[config.mk]
export PLATFORM = sky130hd
export DESIGN_NAME = chunked_magnitude_comparator
export DESIGN_NICKNAME = d
export VERILOG_FILES = /design/src/rtl/chunked_magnitude_comparator.sv
export SDC_FILE = /design/constraint.sdc
export NUM_CORES = 1
export LEC_CHECK = 0
export BUFFER_PORTS_ARGS = -buffer_cell sky130_fd_sc_hd__buf_2
export CAP_MARGIN = 20
export CORE_MARGIN = 4
export CORE_UTILIZATION = 54
export CTS_CLUSTER_SIZE = 25
export DETAILED_ROUTE_END_ITERATION = 8
export GPL_ROUTABILITY_DRIVEN = 0
export MAX_ROUTING_LAYER = met4
export PLACE_DENSITY = 0.79
export SLEW_MARGIN = 5
export SYNTH_ARGS = -nofsm -noshare
export SYNTH_HDL_FRONTEND = slang
export SYNTH_SLANG_ARGS = --single-unit
[constraint.sdc]
create_clock -name clk -period 2.7 [get_ports clk]
set_input_delay 0.135 -clock clk [delete_from_list [all_inputs] [get_ports clk]]
set_output_delay 0.135 -clock clk [all_outputs]
set_load 0.02 [all_outputs]
[src/rtl/chunked_magnitude_comparator.sv]
// Multi-cycle magnitude comparator: walks A and B one CHUNK at a time from the
// MSB end and stops at the first differing chunk; optional two's complement mode.
module chunked_magnitude_comparator #(
  parameter  int N     = 16,
  parameter  int CHUNK = 4,
  localparam int NCH   = N / CHUNK,
  localparam int CW    = $clog2(NCH + 1)
) (
  input  logic          clk,
  input  logic          rst_n,
  input  logic          start,
  input  logic          signed_mode,
  input  logic [N-1:0]  A,
  input  logic [N-1:0]  B,
  output logic          busy,
  output logic          done,
  output logic          equal,
  output logic          A_greater_than_B,
  output logic          B_greater_than_A,
  output logic [CW-1:0] cycles
);

  localparam int IW = (NCH > 1) ? $clog2(NCH) : 1;

  if (CHUNK < 1 || (N % CHUNK) != 0) begin : g_bad_chunk
    $error("chunked_magnitude_comparator: N must be a multiple of CHUNK");
  end

  typedef enum logic [1:0] {
    IDLE,
    COMPARE,
    DONE
  } state_t;

  state_t state, state_next;

  logic [NCH-1:0][CHUNK-1:0] a_reg, b_reg;
  logic [N-1:0]              sign_mask;
  logic [IW-1:0]             idx;
  logic [CHUNK-1:0]          a_chunk, b_chunk;
  logic                      chunk_diff, last_chunk, accept;

  // Flipping the sign bit maps two's complement order onto unsigned order.
  assign sign_mask  = signed_mode ? (N'(1) << (N - 1)) : '0;
  assign a_chunk    = a_reg[idx];
  assign b_chunk    = b_reg[idx];
  assign chunk_diff = (a_chunk != b_chunk);
  assign last_chunk = (idx == '0);
  assign accept     = start && (state != COMPARE);

  assign busy = (state == COMPARE);
  assign done = (state == DONE);

  always_ff @(posedge clk or negedge rst_n) begin
    if (!rst_n) begin
      state <= IDLE;
    end else begin
      state <= state_next;
    end
  end

  always_comb begin
    state_next = state;
    case (state)
      IDLE:    if (start) state_next = COMPARE;
      COMPARE: if (chunk_diff || last_chunk) state_next = DONE;
      DONE:    state_next = start ? COMPARE : IDLE;
      default: state_next = IDLE;
    endcase
  end

  always_ff @(posedge clk or negedge rst_n) begin
    if (!rst_n) begin
      a_reg            <= '0;
      b_reg            <= '0;
      idx              <= '0;
      equal            <= 1'b0;
      A_greater_than_B <= 1'b0;
      B_greater_than_A <= 1'b0;
      cycles           <= '0;
    end else if (accept) begin
      a_reg            <= A ^ sign_mask;
      b_reg            <= B ^ sign_mask;
      idx              <= IW'(NCH - 1);
      equal            <= 1'b0;
      A_greater_than_B <= 1'b0;
      B_greater_than_A <= 1'b0;
      cycles           <= '0;
    end else if (state == COMPARE) begin
      if (chunk_diff) begin
        A_greater_than_B <= (a_chunk > b_chunk);
        B_greater_than_A <= (a_chunk < b_chunk);
        cycles           <= CW'(NCH) - CW'(idx);
      end else if (last_chunk) begin
        equal  <= 1'b1;
        cycles <= CW'(NCH);
      end else begin
        idx <= idx - 1'b1;
      end
    end
  end

endmodule

Word level (Yosys, flattened, before mapping)
Cells that the tools add are included.

word-level totals
  output and inout bits = 8
  register bits = 42
  input port bits = 36

cells by class
  bitwise operators = 2
  reduce and logical (&&, ||, !) cells = 13
  equal/unequal tests = 8
  order comparisons = 3
  add/subtract/negate cells = 2
  mux-type cells = 27

operators by type and width
  cell                                                                      number
  16-bit XOR                                                                2
  4-bit binary-select mux with 2-bit select                                 2
  16-bit 2-to-1 mux                                                         1
  2-bit 2-to-1 mux                                                          6
  3-bit 2-to-1 mux                                                          4
  1-bit 2-to-1 mux                                                          11
  4-bit 2-to-1 mux                                                          2
  2-bit by 1-bit inequality test with 1-bit output (second input constant)  4
  2-bit case mux with 3 select lines                                        1
  2-bit AND reduction                                                       3
  3-bit AND reduction                                                       2
  2-bit nonzero test                                                        3
  4-bit greater-than comparator                                             1
  2-bit logical NOT                                                         2
  4-bit < comparator                                                        1
  4-bit inequality test                                                     1
  2-bit by 3-bit < comparator with 1-bit output (second input constant)     1
  3-bit nonzero test                                                        1
  3-bit by 2-bit subtractor with 3-bit output (first input constant)        1
  2-bit by 1-bit equality test with 1-bit output (second input constant)    1
  2-bit equality test (second input constant)                               1
  2-bit inequality test (second input constant)                             1
  2-bit by 1-bit subtractor with 2-bit output (second input constant)       1
  1-bit logical AND                                                         1
  1-bit logical OR                                                          1

Longest topological paths before layout
Gate-level depths: netlist of run 1.

  depth in word-level cells = 6
  gate-level depth with buffers = 8
  mapped depth without buffers = 7

Worst setup path after synthesis of run 1
Ideal clock, no wire load.

  kind = register to register
  start point = register idx[0]
  end point = register cycles[0]
  cell stages (with the launch flop) = 8
  clock period less this slack = 2117 ps
  buffers on the path = 1
  arrival = 2051 ps
  path slack = 583 ps
  cells stage by stage = dfrtp_1 > buf_6 > mux4_2 > ha_1 > nand4_1 > or2_1 > o21ai_2 > a22o_1

on the way
  cells in the longest elaborated chain, start to end = 6

RTL lines
  what                                                          RTL line  text
  from (decl)                                                   39        logic [IW-1:0] idx;
  from (signal assigned)                                        84        idx <= IW'(NCH - 1);
  from (signal assigned)                                        98        idx <= idx - 1'b1;
  4-bit binary-select mux with 2-bit select (on tied branches)  45, 46
  4-bit 2-to-1 mux (on tied branches)                           45, 46
  4-bit inequality test                                         47        assign chunk_diff = (a_chunk != b_chunk);
  3-bit 2-to-1 mux                                              90        if (chunk_diff) begin
  3-bit 2-to-1 mux                                              89        end else if (state == COMPARE) begin
  3-bit 2-to-1 mux                                              81        end else if (accept) begin
  to (signal assigned)                                          93        cycles <= CW'(NCH) - CW'(idx);
  to (signal assigned)                                          96        cycles <= CW'(NCH);
  to (decl)                                                     20        output logic [CW-1:0] cycles

Several ways; a longest one is shown, not always the timed one. The select of a mux whose other input is x is not followed.
A chain may end at the register's enable or synchronous reset.

Worst setup path in the final report of run 1
  start point = register idx[0]
  end point = register idx[1]

on the way
  cells in the longest elaborated chain, start to end = 5

RTL lines
  what                                                                                                   RTL line  text
  4-bit binary-select mux with 2-bit select, or another cell as far along                                45        assign a_chunk = a_reg[idx];
  4-bit 2-to-1 mux (not written as such), or another cell as far along                                   45
  4-bit inequality test or 2-bit 2-to-1 mux (tied branches)                                              47, 90
  2-bit by 1-bit inequality test with 1-bit output (no source line) or 2-bit 2-to-1 mux (tied branches)  --
  3-bit AND reduction (no source line) or 2-bit 2-to-1 mux (tied branches)                               --

Several ways; a longest one is shown, not always the timed one. The select of a mux whose other input is x is not followed.

==> qor.json, run 1 <==
{
  "worst_setup_hold_path_clk_slew": {"value": 80, "unit": "ps"},
  "timing.critical_path.max_delay_family": {"value": "compound AO/OA/AOI/OAI gates"},
  "hold_path_class": {"value": "in -> reg"},
  "share_of_layout_cells_above_drive_strength_1": {"value": 0.503},
  "drt-wirelength-per-cell": {"value": 15.1, "unit": "microns"},
  "final_min_period_over_clock_period": {"value": 0.859},
  "finalWirelength": {"value": 3.50, "unit": "mm"},
  "switching_share": {"value": 0.311},
  "portion_of_total_power_attributed_to_combinational_logic": {"value": 0.394},
  "cp_common_cell": {"value": "a21oi_1"},
  "place.port_buffers": {"value": 43},
  "die_area": {"value": 4870, "unit": "sq um"},
  "required": {"value": 2920, "unit": "ps"},
  "share_clk_of_total_power": {"value": 0.199},
  "first_iter_violations": {"value": 67},
  "rrSetupSlack": {"value": 380, "unit": "ps"},
  "synth_cells": {"value": 136},
  "cp_max_fo": {"value": 11},
  "floorplan.rows": {"value": 22},
  "max-cap-violations": {"value": 0},
  "cp_slowest_stage_delay": {"value": 540, "unit": "ps"},
  "postSynthAreaPerCell": {"value": 15.1, "unit": "sq um"},
  "drtAntennaViolNets": {"value": 0},
  "internal-power": {"value": 1.62, "unit": "mW"},
  "switchingPower": {"value": 0.728, "unit": "mW"},
  "startpoint_type": {"value": "flip-flop"},
  "end_kind": {"value": "flip-flop"},
  "timing.reg2reg.worst_path_depth": {"value": 7},
  "power_density": {"value": 983, "unit": "nW/um^2"},
  "worst_clk_skew": {"value": 4.13, "unit": "ps"},
  "vdd_ir_drop_max": {"value": 569, "unit": "uV"},
  "crit_buf_inv": {"value": 1},
  "dieWidth": {"value": 69.8, "unit": "microns"},
  "final-hold-violation-count": {"value": 0},
  "slew_worst_pin": {"value": 904, "unit": "ps"},
  "grtUsageTotal": {"value": 0.173},
  "r2r-end": {"value": "idx[1]"},
  "unrepaired_setup_endpoints_after_global_routing": {"value": "false"},
  "syn2layout_area_growth": {"value": 15.7, "unit": "%"},
  "synth.top_cells.by_area": {"value": "dfrtp_1 (51%), mux2_4 (18%), mux4_2 (8.7%)"},
  "fill_cells": {"value": 284},
  "post-synth-top-area-cell": {"value": "dfrtp_1"},
  "num_antenna_cells": {"value": 0},
  "crit_start": {"value": "idx[0]"},
  "total_area_of_multi_input_combinational_cells": {"value": 892, "unit": "sq um"},
  "yosysUniqueCellTypes": {"value": 24},
  "leakagePower": {"value": 1.21, "unit": "nW"},
  "sum_of_overflow_across_all_layers_after_global_routing": {"value": 0},
  "post-route-drc-count": {"value": 0},
  "synth_seq_area_share": {"value": 0.510},
  "relSlewSlack": {"value": 0.397},
  "tritoncts": {"value": "built"},
  "post-synth-top-area-fraction": {"value": 0.510},
  "worst-path-stages": {"value": 7},
  "timing.setup.critical_path_class": {"value": "reg -> reg"},
  "post_cts.repair.setup_buffers": {"value": 0},
  "detailed_place_hpwl": {"value": 2.60, "unit": "mm"},
  "clock.fmax": {"value": 431, "unit": "MHz"},
  "grt_pass1_vias": {"value": 1326},
  "synth_fp_nets": {"value": 177},
  "detail_route.vias_per_cell": {"value": 5.23},
  "timing.critical_path.to": {"value": "idx[1]"},
  "cts-htree-levels": {"value": 2},
  "ioPinCount": {"value": 44},
  "finish.utilization": {"value": 0.651},
  "count_of_warnings_emitted_by_yosys": {"value": 0},
  "worst_reg2reg_path_startpoint": {"value": "idx[0]"},
  "first_pass_iters": {"value": 2},
  "nNetsFinal": {"value": 223},
  "ctsResizeCount": {"value": 0},
  "sequential_cell_area": {"value": 1050, "unit": "sq um"},
  "fp.coreArea": {"value": 3660, "unit": "sq um"},
  "tritoncts.num_buffers": {"value": 5},
  "start_util": {"value": 0.563},
  "arrival_time_reported_for_the_critical_path_endpoint": {"value": 2540, "unit": "ps"},
  "synth_seq_cells": {"value": 42},
  "crit_chain": {"value": "buf_4 > mux4_2 > ha_1 > nand4_1 > o21ai_0 > a21oi_1 > a21oi_1"},
  "clockRootBuffer": {"value": "clkbuf_8"},
  "setup_total_negative_slack": {"value": 0, "unit": "ps"},
  "clock_latency": {"value": 300, "unit": "ps"},
  "global_route_wire_length_before_repair": {"value": 6.31, "unit": "mm"},
  "die_y": {"value": 69.8, "unit": "microns"},
  "period_needed": {"value": 2320, "unit": "ps"},
  "syn-cell-area": {"value": 2060, "unit": "sq um"},
  "largest_net_degree_at_the_start_of_global_routing": {"value": 43},
  "power_frac_seq": {"value": 0.407},
  "maxSlewViolCount": {"value": 0},
  "antenna_found_initial": {"value": 0},
  "vias": {"value": 1208},
  "cts.sinks": {"value": 42},
  "status": {"value": "finished, final reports clean"},
  "cts-root-to-sink-buffers": {"value": 2},
  "critPathSlowestCell": {"value": "mux4_2"},
  "report.final.setup_viol": {"value": 0}
}
stage by stage:
step	hold WS [ps]	instances	setup WS, ps	area [sq um]	power, mW
2_1_floorplan	-161	136	583	2060	1.73
3_5_place_dp	310	222	392	2260	1.90
3_3_place_gp	283	222	496	2260	1.85
5_1_grt	52.0	231	200	2380	2.51
4_1_cts	57.7	231	361	2380	2.37
6_report	63.9	231	381	2380	2.34
cell type report:
type / count / share of cell area
sequential: 42 / 0.441
inverter: 10 / 0.0157
tap: 48 / 0.0252
timing repair buffer: 45 / 0.0976
multi-input combinational: 78 / 0.374
clock buffer: 8 / 0.0462
worst min path at each step:
stage               cells after the start                to  start
floorplan                               0  A_greater_than_B  rst_n
global placement                        1          a_reg[0]  rst_n
detailed placement                      1         cycles[2]  rst_n
CTS                                     2          b_reg[0]   B[0]
global route                            2          b_reg[0]   B[0]
finish                                  2          b_reg[0]   B[0]
power groups by stage:
stage                     combinational, mW  sequential [mW]  clock (mW)
final                                 0.923            0.954       0.466
after detailed placement              0.933            0.962           0
after floorplan                       0.780            0.949           0
after global placement                0.887            0.959           0
after CTS                             0.937            0.954       0.476
after global routing                   1.02            0.986       0.505
synth_stat cells:
library cell  instances
mux2_4               25
a22o_1                4
nor2b_1               1
inv_1                10
nor2_1                1
buf_2                 1
o22ai_1               1
nand4_1               1
o21ai_0               6
xnor2_1               2
o21ai_2               1
o2bb2ai_1             1
mux2_2                5
buf_6                 3
and2_1                1
nand2b_1              1
dfrtp_1              42
ha_1                  5
buf_12                2
a21oi_1               6
or2_1                 1
mux4_2                8
nand2_8               1
nand2_1               7
logic make-up (layout without fill, tap and decap cells):
group / count (synthesis) / in the layout / share of synthesized area
simple gates: 14 / 14 / 0.0395
buf+inv: 16 / 63 / 0.0565
flops: 42 / 42 / 0.510
xor+xnor: 2 / 2 / 0.00851
compound gates: 19 / 19 / 0.0577
fa+ha+maj: 5 / 5 / 0.0304
mux: 38 / 38 / 0.297
repair_timing:
action / CTS / global route
endpoints found under the hold margin: 42 / 0
hold buffers: 1 / 0
endpoints found under the setup margin: 0 / 0
cell usage in the layout, fill, tap and decap left out, drive strengths merged:
cell type and instances:
clkbuf 8, nand2 8, nand2b 1, mux2 30, nor2b 1, mux4 8
buf 44, dfrtp 42, nand4 1, a22o 4, ha 5, inv 10
o21ai 7, and2 1, nor2 1, dlygate4sd3 1, xnor2 2, a21oi 6
o2bb2ai 1, o22ai 1, or2 1
routing by layer:
| layer | track usage | share of wire |
|---|---|---|
| met1 | 0.202 | 0.42 |
| met4 | 0.0574 | 0.017 |
| met5 | - | 0 |
| met3 | 0.0638 | 0.055 |
| met2 | 0.276 | 0.51 |
(Power assumes the default switching activity.)
==> inputs of run 2 (changes only) <==
--- a/config.mk
+++ b/config.mk
@@ -8,12 +8,13 @@
 export BUFFER_PORTS_ARGS = -buffer_cell sky130_fd_sc_hd__buf_2
 export CAP_MARGIN = 20
 export CORE_MARGIN = 4
-export CORE_UTILIZATION = 54
+export CORE_UTILIZATION = 56
 export CTS_CLUSTER_SIZE = 25
 export DETAILED_ROUTE_END_ITERATION = 8
 export GPL_ROUTABILITY_DRIVEN = 0
+export GPL_TIMING_DRIVEN = 0
 export MAX_ROUTING_LAYER = met4
-export PLACE_DENSITY = 0.79
+export PLACE_DENSITY = 0.82
 export SLEW_MARGIN = 5
 export SYNTH_ARGS = -nofsm -noshare
 export SYNTH_HDL_FRONTEND = slang
==> constraint.sdc (replaced) <==
create_clock -name clk -period 2.8 [get_ports clk]
set_input_delay 0.14 -clock clk [delete_from_list [all_inputs] [get_ports clk]]
set_output_delay 0.14 -clock clk [all_outputs]
set_load 0.02 [all_outputs]
==> run 2 against run 1 <==
The flow now finishes with violations (hold timing). Clock skew is 3.0 ps higher. Sequential cell count stayed put. Global-route usage is 1.1 points higher. Register-to-register slack better by 70 ps. First-iteration DRC count is 25% higher. Hold slack worse by 91 ps. Via count is 0.99% higher. Combinational power is 2.8% higher. Power is 4.7% higher. Count of clock-buffer cells in the layout is 2 lower. Critical path type unchanged.
==> qor.json, run 2 (synthesized netlist as in run 1, its figures left out) <==
{
  "critPathSlowestCell": {"value": "mux4_2", "change": "unchanged"},
  "final.setup.worst_slack": {"value": 451, "unit": "ps", "change": "was 381 ps"},
  "end_kind": {"value": "flip-flop", "change": "unchanged"},
  "sum_of_overflow_across_all_layers_after_global_routing": {"value": 0, "change": "unchanged"},
  "die_area": {"value": 4710, "unit": "sq um", "change": "was 4870 sq um"},
  "unrepaired_setup_endpoints_after_global_routing": {"value": "false", "change": "unchanged"},
  "most_frequent_standard_cell_in_the_layout_excluding_fill_and_tap_cells": {"value": "buf_2", "change": "unchanged"},
  "setup_total_negative_slack": {"value": 0, "unit": "ps", "change": "unchanged"},
  "cts-htree-levels": {"value": 2, "change": "unchanged"},
  "syn2layout_area_growth": {"value": 20.2, "unit": "%", "change": "was 15.7%"},
  "power_density": {"value": 992, "unit": "nW/um^2", "change": "was 983 nW/um^2"},
  "first_iter_violations": {"value": 84, "change": "was 67"},
  "relSlewSlack": {"value": 0.393, "change": "was 0.397"},
  "cp_common_cell": {"value": "a21oi_1", "change": "unchanged"},
  "place.port_buffers": {"value": 43, "change": "unchanged"},
  "detail_route.vias_per_cell": {"value": 5.24, "change": "was 5.23"},
  "dpl_worst_slack": {"value": 453, "unit": "ps", "change": "was 392 ps"},
  "final_min_period_over_clock_period": {"value": 0.839, "change": "was 0.859"},
  "share_of_layout_cells_above_drive_strength_1": {"value": 0.519, "change": "was 0.503"},
  "tritoncts.num_buffers": {"value": 5, "change": "unchanged"},
  "drtAntennaViolNets": {"value": 0, "change": "unchanged"},
  "vdd_ir_drop_max": {"value": 471, "unit": "uV", "change": "was 569 uV"},
  "report.final.setup_viol": {"value": 0, "change": "unchanged"},
  "antenna_found_initial": {"value": 0, "change": "unchanged"},
  "cts.sinks": {"value": 42, "change": "unchanged"},
  "post_cts_hold_buffer_count": {"value": 0, "change": "was 1"},
  "rrSetupSlack": {"value": 450, "unit": "ps", "change": "was 380 ps"},
  "detailed_place.area": {"value": 2330, "unit": "sq um", "change": "was 2260 sq um"},
  "ctsResizeCount": {"value": 0, "change": "unchanged"},
  "slew_worst_pin": {"value": 910, "unit": "ps", "change": "was 904 ps"},
  "startpoint_type": {"value": "flip-flop", "change": "unchanged"},
  "design_area": {"value": 2470, "unit": "sq um", "change": "was 2380 sq um"},
  "final-hold-violation-count": {"value": 42, "change": "was 0"},
  "worst_clk_skew": {"value": 7.14, "unit": "ps", "change": "was 4.13 ps"},
  "max-cap-violations": {"value": 0, "change": "unchanged"},
  "required": {"value": 3020, "unit": "ps", "change": "was 2920 ps"},
  "timing.setup.critical_path_class": {"value": "reg -> reg", "change": "unchanged"},
  "global_route_wire_length_before_repair": {"value": 6.05, "unit": "mm", "change": "was 6.31 mm"},
  "cts-root-to-sink-buffers": {"value": 2, "change": "unchanged"},
  "arrival_time_reported_for_the_critical_path_endpoint": {"value": 2570, "unit": "ps", "change": "was 2540 ps"},
  "grtUsageTotal": {"value": 0.184, "change": "was 0.173"},
  "post-route-drc-count": {"value": 0, "change": "unchanged"},
  "fp.coreArea": {"value": 3440, "unit": "sq um", "change": "was 3660 sq um"},
  "finalHoldWorstSlack": {"value": -26.6, "unit": "ps", "change": "was 63.9 ps"},
  "maxSlewViolCount": {"value": 0, "change": "unchanged"},
  "post_cts.repair.setup_buffers": {"value": 0, "change": "unchanged"},
  "clock_latency": {"value": 290, "unit": "ps", "change": "was 300 ps"},
  "grt_pass1_vias": {"value": 1248, "change": "was 1326"},
  "worst_reg2reg_path_startpoint": {"value": "idx[0]", "change": "unchanged"},
  "drt-wirelength-per-cell": {"value": 15.7, "unit": "microns", "change": "was 15.1 microns"},
  "start_util": {"value": 0.598, "change": "was 0.563"},
  "status": {"value": "finished, violations left", "change": "was finished, final reports clean"},
  "largest_net_degree_at_the_start_of_global_routing": {"value": 43, "change": "unchanged"},
  "ioPinCount": {"value": 44, "change": "unchanged"},
  "first_pass_iters": {"value": 4, "change": "was 2"},
  "timing.reg2reg.worst_path_depth": {"value": 7, "change": "unchanged"},
  "die_y": {"value": 68.6, "unit": "microns", "change": "was 69.8 microns"},
  "finish.utilization": {"value": 0.719, "change": "was 0.651"},
  "hold_path_class": {"value": "in -> async", "change": "was in -> reg"},
  "dieWidth": {"value": 68.6, "unit": "microns", "change": "was 69.8 microns"},
  "r2r-end": {"value": "idx[0]", "change": "was idx[1]"},
  "clockRootBuffer": {"value": "clkbuf_8", "change": "unchanged"},
  "period_needed": {"value": 2350, "unit": "ps", "change": "was 2320 ps"},
  "tritoncts": {"value": "built", "change": "unchanged"},
  "cp_slowest_stage_delay": {"value": 510, "unit": "ps", "change": "was 540 ps"},
  "crit_chain": {"value": "buf_6 > mux4_2 > ha_1 > nand4_1 > o21ai_0 > a21oi_1 > a21oi_1", "change": "was buf_4 > mux4_2 > ha_1 > nand4_1 > o21ai_0 > a21oi_1 > a21oi_1"},
  "worst_setup_hold_path_clk_slew": {"value": 80, "unit": "ps", "change": "about the same"},
  "cp_max_fo": {"value": 10, "change": "was 11"},
  "leakagePower": {"value": 1.26, "unit": "nW", "change": "was 1.21 nW"},
  "failing_checks": {"value": "hold timing"},
  "clock.fmax": {"value": 426, "unit": "MHz", "change": "was 431 MHz"},
  "nNetsFinal": {"value": 227, "change": "was 223"},
  "num_antenna_cells": {"value": 0, "change": "unchanged"},
  "detailed_place_hpwl": {"value": 2.70, "unit": "mm", "change": "was 2.60 mm"},
  "vias": {"value": 1220, "change": "was 1208"},
  "layout.cells.most_common_list": {"value": "buf_2 (44), dfrtp_1 (42), mux2_4 (25)", "change": "was buf_2 (43), dfrtp_1 (42), mux2_4 (25)"},
  "finalWirelength": {"value": 3.66, "unit": "mm", "change": "was 3.50 mm"},
  "floorplan.rows": {"value": 21, "change": "was 22"}
}
==> run 2: cell type report <==
| cell class | count | area (sq um) |
|---|---|---|
| clock buffer | 6 | 82.6 |
| multi-input combinational | 78 | 892 |
| inverter | 10 | 37.5 |
| clock inverter | 2 | 60.1 |
| timing repair buffer | 43 | 215 |
| tap | 46 | 57.6 |
| sequential | 42 | 1050 |
| buffer | 6 | 78.8 |
| fill | 227 | 967 |
==> run 2: worst max-delay path by stage <==
| stage | startpoint | endpoint | slack (ps) | depth (start not counted) |
|---|---|---|---|---|
| after floorplan | idx[0] | cycles[0] | 680 | 7 |
| after global placement | idx[0] | idx[0] | 470 | 7 |
| after detailed placement | idx[0] | cycles[0] | 450 | 7 |
| after CTS | idx[0] | idx[0] | 430 | 7 |
| after global routing | idx[0] | idx[1] | 290 | 7 |
| final | idx[0] | idx[0] | 450 | 7 |
==> run 2: worst max-delay path, delay by kind of cell, from the launching register on <==
family,cells,cell delay [ps]
AOI/OAI and AO/OA,3,590
muxes,1,510
DFF,1,450
adders and majority gates,1,330
buffers and inverters,1,200
and+or+nand+nor,1,200
==> run 2: where the power goes <==
group	leakage, nW	total (mW)	switching, mW	internal, mW
Clock	0.0714	0.584	0.204	0.380
Combinational	0.689	0.949	0.403	0.546
Sequential	0.498	0.920	0.114	0.807
Total	1.26	2.45	0.721	1.73
==> run 2: stage by stage <==
step                instances  power, mW  hold WS [ps]
finish                    233       2.45         -26.6
global route              233       2.60          51.6
CTS                       233       2.48          6.32
detailed placement        225       1.89           323
global placement          225       1.84           292
floorplan                 136       1.67          -156
==> run 2: layer usage <==
| metal | global-route usage | up-vias | wire length [microns] |
|---|---|---|---|
| li1 | - | 581 | - |
| met1 | 0.238 | 603 | 1590 |
| met2 | 0.284 | 30 | 1820 |
| met3 | 0.0486 | 6 | 208 |
| met4 | 0.0596 | 0 | 50 |
| met5 | - | - | 0 |
